[src/rtl/mem_access_if.sv]
// ---------------------------------------------------------------------------
// mem_access_if -- data-memory bus between the RV32I memory stage and dmem.
//
// Signals
//   dmem_req     master->slave  bus request
//   dmem_we      master->slave  1 = write
//   dmem_addr    master->slave  word-aligned address
//   dmem_be      master->slave  byte enables
//   dmem_wdata   master->slave  lane-replicated store data
//   dmem_gnt     slave->master  request accepted this cycle
//   dmem_rvalid  slave->master  read data valid
//   dmem_rdata   slave->master  read data
// ---------------------------------------------------------------------------
interface mem_access_if #(
   parameter int XLEN = 32
);
   logic            dmem_req;
   logic            dmem_we;
   logic [XLEN-1:0] dmem_addr;
   logic [3:0]      dmem_be;
   logic [XLEN-1:0] dmem_wdata;
   logic            dmem_gnt;
   logic            dmem_rvalid;
   logic [XLEN-1:0] dmem_rdata;

   modport master (
      output dmem_req, dmem_we, dmem_addr, dmem_be, dmem_wdata,
      input  dmem_gnt, dmem_rvalid, dmem_rdata
   );

   modport slave (
      input  dmem_req, dmem_we, dmem_addr, dmem_be, dmem_wdata,
      output dmem_gnt, dmem_rvalid, dmem_rdata
   );
endinterface

[src/rtl/mem_access.sv]
// ---------------------------------------------------------------------------
// mem_access -- RV32I memory stage between execute and write_back.
//
// Runs loads/stores over a req/gnt/rvalid data-memory bus, stalls the pipe
// while an access is outstanding, lane-aligns load data and registers the
// MEM/WB bundle. Also exposes MEM-stage forwarding info.
//
// Ports
//   clk, rst_n          clock (rising edge), async active-low reset
//   *_ex                EX/MEM bundle; held by upstream while stall_mem=1
//   stall_mem           combinational stall to upstream
//   dmem (master)       data-memory bus (see mem_access_if)
//   *_mem / *_mem_wb    registered MEM/WB bundle to write_back
//   rd_mem_fw, data_mem_fw, we_mem   combinational forwarding info
//   misalign_exc        one-cycle misaligned-access pulse
//
// Build option
//   MEM_MISALIGN_TRAP_EN  defined: misaligned H/W accesses issue no request
//                         and raise misalign_exc. Undefined: offending low
//                         address bits are forced to 0, misalign_exc tied 0.
// ---------------------------------------------------------------------------
module mem_access #(
   parameter int XLEN    = 32,
   parameter int RADDR_W = 5
) (
   input  logic               clk,
   input  logic               rst_n,
   input  logic               valid_ex,
   input  logic [2:0]         funct3_ex,
   input  logic               mem_rd_ex,
   input  logic               mem_wr_ex,
   input  logic               gpr_en_ex,
   input  logic               gpr_we_ex,
   input  logic [RADDR_W-1:0] addr_rd_ex,
   input  logic [XLEN-1:0]    alu_res_ex,
   input  logic [XLEN-1:0]    store_data_ex,
   output logic               stall_mem,
   mem_access_if.master       dmem,
   output logic [2:0]         funct3_mem_wb,
   output logic               mem_mem_wb,
   output logic               gpr_en_mem,
   output logic               gpr_we_mem,
   output logic [RADDR_W-1:0] addr_rd_mem,
   output logic [XLEN-1:0]    data_rd_mem,
   output logic [XLEN-1:0]    data_rd_mem_load,
   output logic [RADDR_W-1:0] rd_mem_fw,
   output logic [XLEN-1:0]    data_mem_fw,
   output logic               we_mem,
   output logic               misalign_exc
);

   typedef enum logic [1:0] {IDLE, REQ, RESP} state_t;

   state_t          state_q, state_d;
   logic            mem_op_raw;
   logic            mem_op;
   logic            mem_retire;
   logic            bus_req;
   logic            wb_load;
   logic [1:0]      off;
   logic [XLEN-1:0] load_data;

   assign mem_op_raw = valid_ex & (mem_rd_ex | mem_wr_ex);

`ifdef MEM_MISALIGN_TRAP_EN
   logic misaligned;

   always_comb begin
      misaligned = 1'b0;
      case (funct3_ex[1:0])
         2'b01:   misaligned = alu_res_ex[0];
         2'b10:   misaligned = |alu_res_ex[1:0];
         default: misaligned = 1'b0;
      endcase
   end

   assign mem_op = mem_op_raw & ~misaligned;
`else
   assign mem_op = mem_op_raw;
`endif

   // Byte offset with the bits that cannot be legal for the access size
   // cleared; for aligned accesses this is simply addr[1:0].
   always_comb begin
      off = 2'b00;
      case (funct3_ex[1:0])
         2'b00:   off = alu_res_ex[1:0];
         2'b01:   off = {alu_res_ex[1], 1'b0};
         default: off = 2'b00;
      endcase
   end

   always_comb begin
      dmem.dmem_be    = 4'b1111;
      dmem.dmem_wdata = store_data_ex;
      case (funct3_ex[1:0])
         2'b00: begin
            dmem.dmem_be    = 4'b0001 << off;
            dmem.dmem_wdata = {4{store_data_ex[7:0]}};
         end
         2'b01: begin
            dmem.dmem_be    = 4'b0011 << off;
            dmem.dmem_wdata = {2{store_data_ex[15:0]}};
         end
         default: begin
            dmem.dmem_be    = 4'b1111;
            dmem.dmem_wdata = store_data_ex;
         end
      endcase
   end

   assign dmem.dmem_addr = {alu_res_ex[XLEN-1:2], 2'b00};
   assign dmem.dmem_req  = bus_req;
   assign dmem.dmem_we   = bus_req & mem_wr_ex;
   assign load_data      = dmem.dmem_rdata >> {off, 3'b000};

   // IDLE and REQ behave identically once a request is up: IDLE raises req
   // combinationally so a first-cycle gnt costs no extra cycle.
   always_comb begin
      state_d    = state_q;
      bus_req    = 1'b0;
      mem_retire = 1'b0;
      case (state_q)
         IDLE, REQ: begin
            if (mem_op) begin
               bus_req = 1'b1;
               if (dmem.dmem_gnt) begin
                  if (mem_wr_ex) begin
                     mem_retire = 1'b1;
                     state_d    = IDLE;
                  end else begin
                     state_d = RESP;
                  end
               end else begin
                  state_d = REQ;
               end
            end else begin
               state_d = IDLE;
            end
         end
         RESP: begin
            if (dmem.dmem_rvalid) begin
               mem_retire = 1'b1;
               state_d    = IDLE;
            end
         end
         default: state_d = IDLE;
      endcase
   end

   always_ff @(posedge clk or negedge rst_n) begin
      if (!rst_n) state_q <= IDLE;
      else        state_q <= state_d;
   end

   assign stall_mem = mem_op & ~mem_retire;
   // A trapped misaligned op (mem_op_raw & ~mem_op) never loads MEM/WB.
   assign wb_load   = valid_ex & (mem_op ? mem_retire : ~mem_op_raw);

   always_ff @(posedge clk or negedge rst_n) begin
      if (!rst_n) begin
         funct3_mem_wb    <= '0;
         mem_mem_wb       <= 1'b0;
         gpr_en_mem       <= 1'b0;
         gpr_we_mem       <= 1'b0;
         addr_rd_mem      <= '0;
         data_rd_mem      <= '0;
         data_rd_mem_load <= '0;
      end else if (wb_load) begin
         funct3_mem_wb    <= funct3_ex;
         mem_mem_wb       <= mem_rd_ex;
         gpr_en_mem       <= gpr_en_ex;
         gpr_we_mem       <= gpr_we_ex & ~mem_wr_ex;
         addr_rd_mem      <= addr_rd_ex;
         data_rd_mem      <= alu_res_ex;
         data_rd_mem_load <= load_data;
      end else begin
         gpr_en_mem <= 1'b0;
         gpr_we_mem <= 1'b0;
      end
   end

`ifdef MEM_MISALIGN_TRAP_EN
   always_ff @(posedge clk or negedge rst_n) begin
      if (!rst_n) misalign_exc <= 1'b0;
      else        misalign_exc <= mem_op_raw & misaligned;
   end
`else
   assign misalign_exc = 1'b0;
`endif

   assign rd_mem_fw   = addr_rd_ex;
   assign data_mem_fw = alu_res_ex;
   assign we_mem      = valid_ex & gpr_we_ex & ~mem_rd_ex;

endmodule
[src/flat_wrapper.sv]
// flat-port wrapper written by rule: the top's interface ports become plain ports
module mem_access_flat 
#(
   parameter int XLEN    = 32,
   parameter int RADDR_W = 5
)
  (clk, rst_n, valid_ex, funct3_ex, mem_rd_ex, mem_wr_ex, gpr_en_ex, gpr_we_ex, addr_rd_ex, alu_res_ex, store_data_ex, stall_mem, funct3_mem_wb, mem_mem_wb, gpr_en_mem, gpr_we_mem, addr_rd_mem, data_rd_mem, data_rd_mem_load, rd_mem_fw, data_mem_fw, we_mem, misalign_exc, dmem_dmem_req, dmem_dmem_we, dmem_dmem_addr, dmem_dmem_be, dmem_dmem_wdata, dmem_dmem_gnt, dmem_dmem_rvalid, dmem_dmem_rdata);
  mem_access_if #(.XLEN(XLEN)) dmem_i ();
  input  logic clk;
  input  logic rst_n;
  input  logic valid_ex;
  input  logic [2:0] funct3_ex;
  input  logic mem_rd_ex;
  input  logic mem_wr_ex;
  input  logic gpr_en_ex;
  input  logic gpr_we_ex;
  input  logic [RADDR_W-1:0] addr_rd_ex;
  input  logic [XLEN-1:0] alu_res_ex;
  input  logic [XLEN-1:0] store_data_ex;
  output logic stall_mem;
  output logic [2:0] funct3_mem_wb;
  output logic mem_mem_wb;
  output logic gpr_en_mem;
  output logic gpr_we_mem;
  output logic [RADDR_W-1:0] addr_rd_mem;
  output logic [XLEN-1:0] data_rd_mem;
  output logic [XLEN-1:0] data_rd_mem_load;
  output logic [RADDR_W-1:0] rd_mem_fw;
  output logic [XLEN-1:0] data_mem_fw;
  output logic we_mem;
  output logic misalign_exc;
  output wire logic [$bits(dmem_i.dmem_req)-1:0] dmem_dmem_req;
  output wire logic [$bits(dmem_i.dmem_we)-1:0] dmem_dmem_we;
  output wire logic [$bits(dmem_i.dmem_addr)-1:0] dmem_dmem_addr;
  output wire logic [$bits(dmem_i.dmem_be)-1:0] dmem_dmem_be;
  output wire logic [$bits(dmem_i.dmem_wdata)-1:0] dmem_dmem_wdata;
  input wire logic [$bits(dmem_i.dmem_gnt)-1:0] dmem_dmem_gnt;
  input wire logic [$bits(dmem_i.dmem_rvalid)-1:0] dmem_dmem_rvalid;
  input wire logic [$bits(dmem_i.dmem_rdata)-1:0] dmem_dmem_rdata;
  assign dmem_dmem_req = dmem_i.dmem_req;
  assign dmem_dmem_we = dmem_i.dmem_we;
  assign dmem_dmem_addr = dmem_i.dmem_addr;
  assign dmem_dmem_be = dmem_i.dmem_be;
  assign dmem_dmem_wdata = dmem_i.dmem_wdata;
  assign dmem_i.dmem_gnt = dmem_dmem_gnt;
  assign dmem_i.dmem_rvalid = dmem_dmem_rvalid;
  assign dmem_i.dmem_rdata = dmem_dmem_rdata;
  mem_access #(.XLEN(XLEN), .RADDR_W(RADDR_W)) u_core (.clk(clk), .rst_n(rst_n), .valid_ex(valid_ex), .funct3_ex(funct3_ex), .mem_rd_ex(mem_rd_ex), .mem_wr_ex(mem_wr_ex), .gpr_en_ex(gpr_en_ex), .gpr_we_ex(gpr_we_ex), .addr_rd_ex(addr_rd_ex), .alu_res_ex(alu_res_ex), .store_data_ex(store_data_ex), .stall_mem(stall_mem), .dmem(dmem_i), .funct3_mem_wb(funct3_mem_wb), .mem_mem_wb(mem_mem_wb), .gpr_en_mem(gpr_en_mem), .gpr_we_mem(gpr_we_mem), .addr_rd_mem(addr_rd_mem), .data_rd_mem(data_rd_mem), .data_rd_mem_load(data_rd_mem_load), .rd_mem_fw(rd_mem_fw), .data_mem_fw(data_mem_fw), .we_mem(we_mem), .misalign_exc(misalign_exc));
endmodule
[config.mk]
export PLATFORM = sky130hd
export DESIGN_NAME = mem_access_flat
export DESIGN_NICKNAME = d
export VERILOG_FILES = /design/src/rtl/mem_access_if.sv /design/src/rtl/mem_access.sv /design/src/flat_wrapper.sv
export SDC_FILE = /design/constraint.sdc
export NUM_CORES = 1
export LEC_CHECK = 0
export CAP_MARGIN = 20
export CORE_MARGIN = 4
export CORE_UTILIZATION = 37
export DETAILED_ROUTE_END_ITERATION = 8
export PLACE_DENSITY = 0.81
export RECOVER_POWER = 100
export SYNTH_ARGS = -nofsm -noshare
export SYNTH_HDL_FRONTEND = slang
export SYNTH_SLANG_ARGS = --single-unit
[constraint.sdc]
create_clock -name clk -period 2 [get_ports clk]
set_input_delay 0.3 -clock clk [delete_from_list [all_inputs] [get_ports clk]]
set_output_delay 0.3 -clock clk [all_outputs]
set_load 0.03 [all_outputs]
==> out/results.ini <==
[logic_synthesis]
synth_sequential_area_ratio=0.411
netlist.area_leader.share=0.411
synth_ff_type=dfrtp_1
synth_cell_types=40
synthArstFlopShare=1.00
synth-edff-count=0
synth_area_um2=4690
yosys_warnings=0
ys_seq_elements=77
synth_area_leaders=dfrtp_1 41%, nand2_1 13%, buf_4 13%, mux2_2 5.0%, mux2i_1 3.4%
avgSynthCellArea_um2=8.71
synth_cells=539
synth_top_cell_by_area=dfrtp_1

[cts]
clk_pin_slew_ns=0.06
htreeDepth=3
cts.sinks=77
cts_tree=done
clk_latency_ns=0.33
cts.path.max_buffers=2
cts-buffers-inserted=9
cts_root_buf=clkbuf_16

[pwr]
pwr-share-comb=0.422
intPower_mw=3.76
p_leak_nw=3.46
ir_drop_uv=374
p_switching_mw=2.31
power.density_nw_per_um2=802
swShare=0.380
pwr-share-seq=0.328
clkPwrFrac=0.249

[min_path]
min_from=mem_wr_ex
hold_path_end=u_core.gpr_we_mem
min_path_type=in2reg
whs_path_depth=2

[timing]
grt_setup_unrepaired=false
clock_skew_ns=0.00930
fin_ws_ns=0.0433
slew_violations=0
fmax_mhz=511
setup_violations=0
min_period_ns=1.96
slew_headroom=0.295
hold_ws_ns=0.232
setup-tns-final_ns=0
period_share=0.978
final_hold_viol_count=0
tightestPinTransition_ns=1.06

[grt]
grt_pass1_vias=4753
antenna_found_initial=1
grt_max_degree=57
grt_pass1_wl_um=25100
overflow=0
track_usage=0.219

[setup_path]
reg2reg_to=u_core.data_rd_mem_load[29]
r2r_cells=5
ff2ff_setup_slack_ns=0.19
path_max_fanout=13
cp.required_ns=1.70
cp-start-kind=input port
r2r_start=u_core.state_q[1]
cp-startpoint=funct3_ex[0]
worst_setup_path_end_kind=primary output
path_class=in2out
cp_data_arrival_time_ns=1.66

[status]
outcome=complete, no violations

[floorplan]
num_io_pins=298
dieWidth_um=121
rows=40
initial_core_util=0.384
die_area_um2=14500
die_h_um=121
core_area_um2=12200

[layout]
postLayoutCellArea_um2=7560
area_growth_pct=61.1
nNetsFinal=879
drive_above_1_share=0.110

[detailed_routing]
post_drt_wl_per_cell_um=17.7
drc_errors=0
drt-total-wl_um=16600
drtIter0Drc=187
vias=4699
firstDrtPassIters=5
antenna_left=0
vias_per_cell=5.00

[place]
numPortBuffers=294
place_congestion=0.885
pre_cts_ws_ns=-0.294
dpl.hpwl_um=13300
post_dp_cell_area_um2=7370

[job]
cap_viol_max_count=0

critical path, cell delays in order:
cell	delay, ns
dlygate4sd2_1	0.31
buf_12	0.19
nand2b_1	0.20
a21oi_1	0.25
clkinv_1	0.19
buf_4	0.21
per-stage QoR:
step,power (mW),instances,utilization
6_report,6.07,939,0.619
3_3_place_gp,4.73,921,0.603
2_1_floorplan,3.52,541,-
4_1_cts,6.33,938,0.628
3_5_place_dp,4.79,921,0.603
5_1_grt,6.36,939,0.619
worst max path at each step:
stage	end	slack, ns	cells after the start
floorplan	dmem_dmem_wdata[24]	0.03	5
global placement	dmem_dmem_wdata[12]	-0.30	5
detailed placement	dmem_dmem_wdata[12]	-0.29	5
CTS	dmem_dmem_wdata[18]	0.006	3
global route	dmem_dmem_wdata[22]	0.008	3
finish	dmem_dmem_be[0]	0.04	6
layer usage:
metal / global-route usage / routed length [um]
met2: 0.410 / 8760
met1: 0.227 / 5790
met4: 0.0963 / 495
met3: 0.0603 / 1560
met5: 0 / 0
cells in the mapped netlist (2+ instances only):
cell and count:
nand2_1 163, buf_4 79, dfrtp_1 77, a21oi_1 30
buf_2 21, mux2_2 21, o21ai_0 18, mux2i_1 16
nand3_1 13, nor4bb_1 13, nor2_1 12, o22a_1 8
a22o_1 7, a22oi_1 7, clkbuf_1 6, nand2b_1 6
buf_6 5, o221ai_1 5, a2bb2oi_1 3, and3b_1 3
inv_1 3, o22ai_1 3, o21ai_1 2, o21bai_1 2
cells by family (layout without fill, tap and decap cells):
logic type | Yosys count | after routing | synth area share
AOI/OAI and AO/OA | 91 | 91 | 0.128
buffers and inverters | 116 | 345 | 0.170
DFF | 77 | 77 | 0.411
muxes | 37 | 37 | 0.0845
other | 1 | 4 | 0.000799
and+or+nand+nor | 217 | 217 | 0.206
cell type report:
cell class	instances	area, um^2
clock inverter	3	21.3
sequential	77	1930
multi-input combinational	348	1970
timing repair buffer	326	3150
clock buffer	12	256
tap	168	210
fill	1088	4650
inverter	4	15.0
antenna	1	2.50
state kept, by name, indices dropped and copies added (netlist names):
signal,count
u_core.data_rd_mem_load,32
u_core.data_rd_mem,32
u_core.gpr_we_mem,1
u_core.funct3_mem_wb,3
u_core.mem_mem_wb,1
u_core.addr_rd_mem,5
u_core.gpr_en_mem,1
u_core.state_q,2
power groups by stage:
| stage | Combinational (mW) | Sequential (mW) | Clock, mW |
|---|---|---|---|
| after floorplan | 0.912 | 2.60 | 0 |
| after global placement | 2.70 | 2.02 | 0 |
| after detailed placement | 2.75 | 2.03 | 0 |
| after CTS | 2.76 | 2.01 | 1.56 |
| after global routing | 2.70 | 2.03 | 1.62 |
| final | 2.56 | 1.99 | 1.51 |
cells in the final DEF, fill, tap and decap left out, types with 16 or more instances in the layout:
cell type and count:
dlygate4sd3_1 146, clkdlybuf4s50_1 116, a21oi_1 30, mux2i_1 16, mux2_2 21, nand2_1 163
o21ai_0 20, dfrtp_1 77, buf_4 20, clkbuf_1 16
repair_timing:
| item | CTS | global route |
|---|---|---|
| hold buffers | 1 | 0 |
| setup endpoints to repair | 11 | 4 |
| gates cloned | 1 | 0 |
| endpoints found under the hold margin | 39 | 0 |
| pin swaps | 1 | 0 |
| gates resized for setup | 42 | 4 |
| setup buffers | 0 | 0 |
No activity file was read; power rests on OpenSTA's default activity.
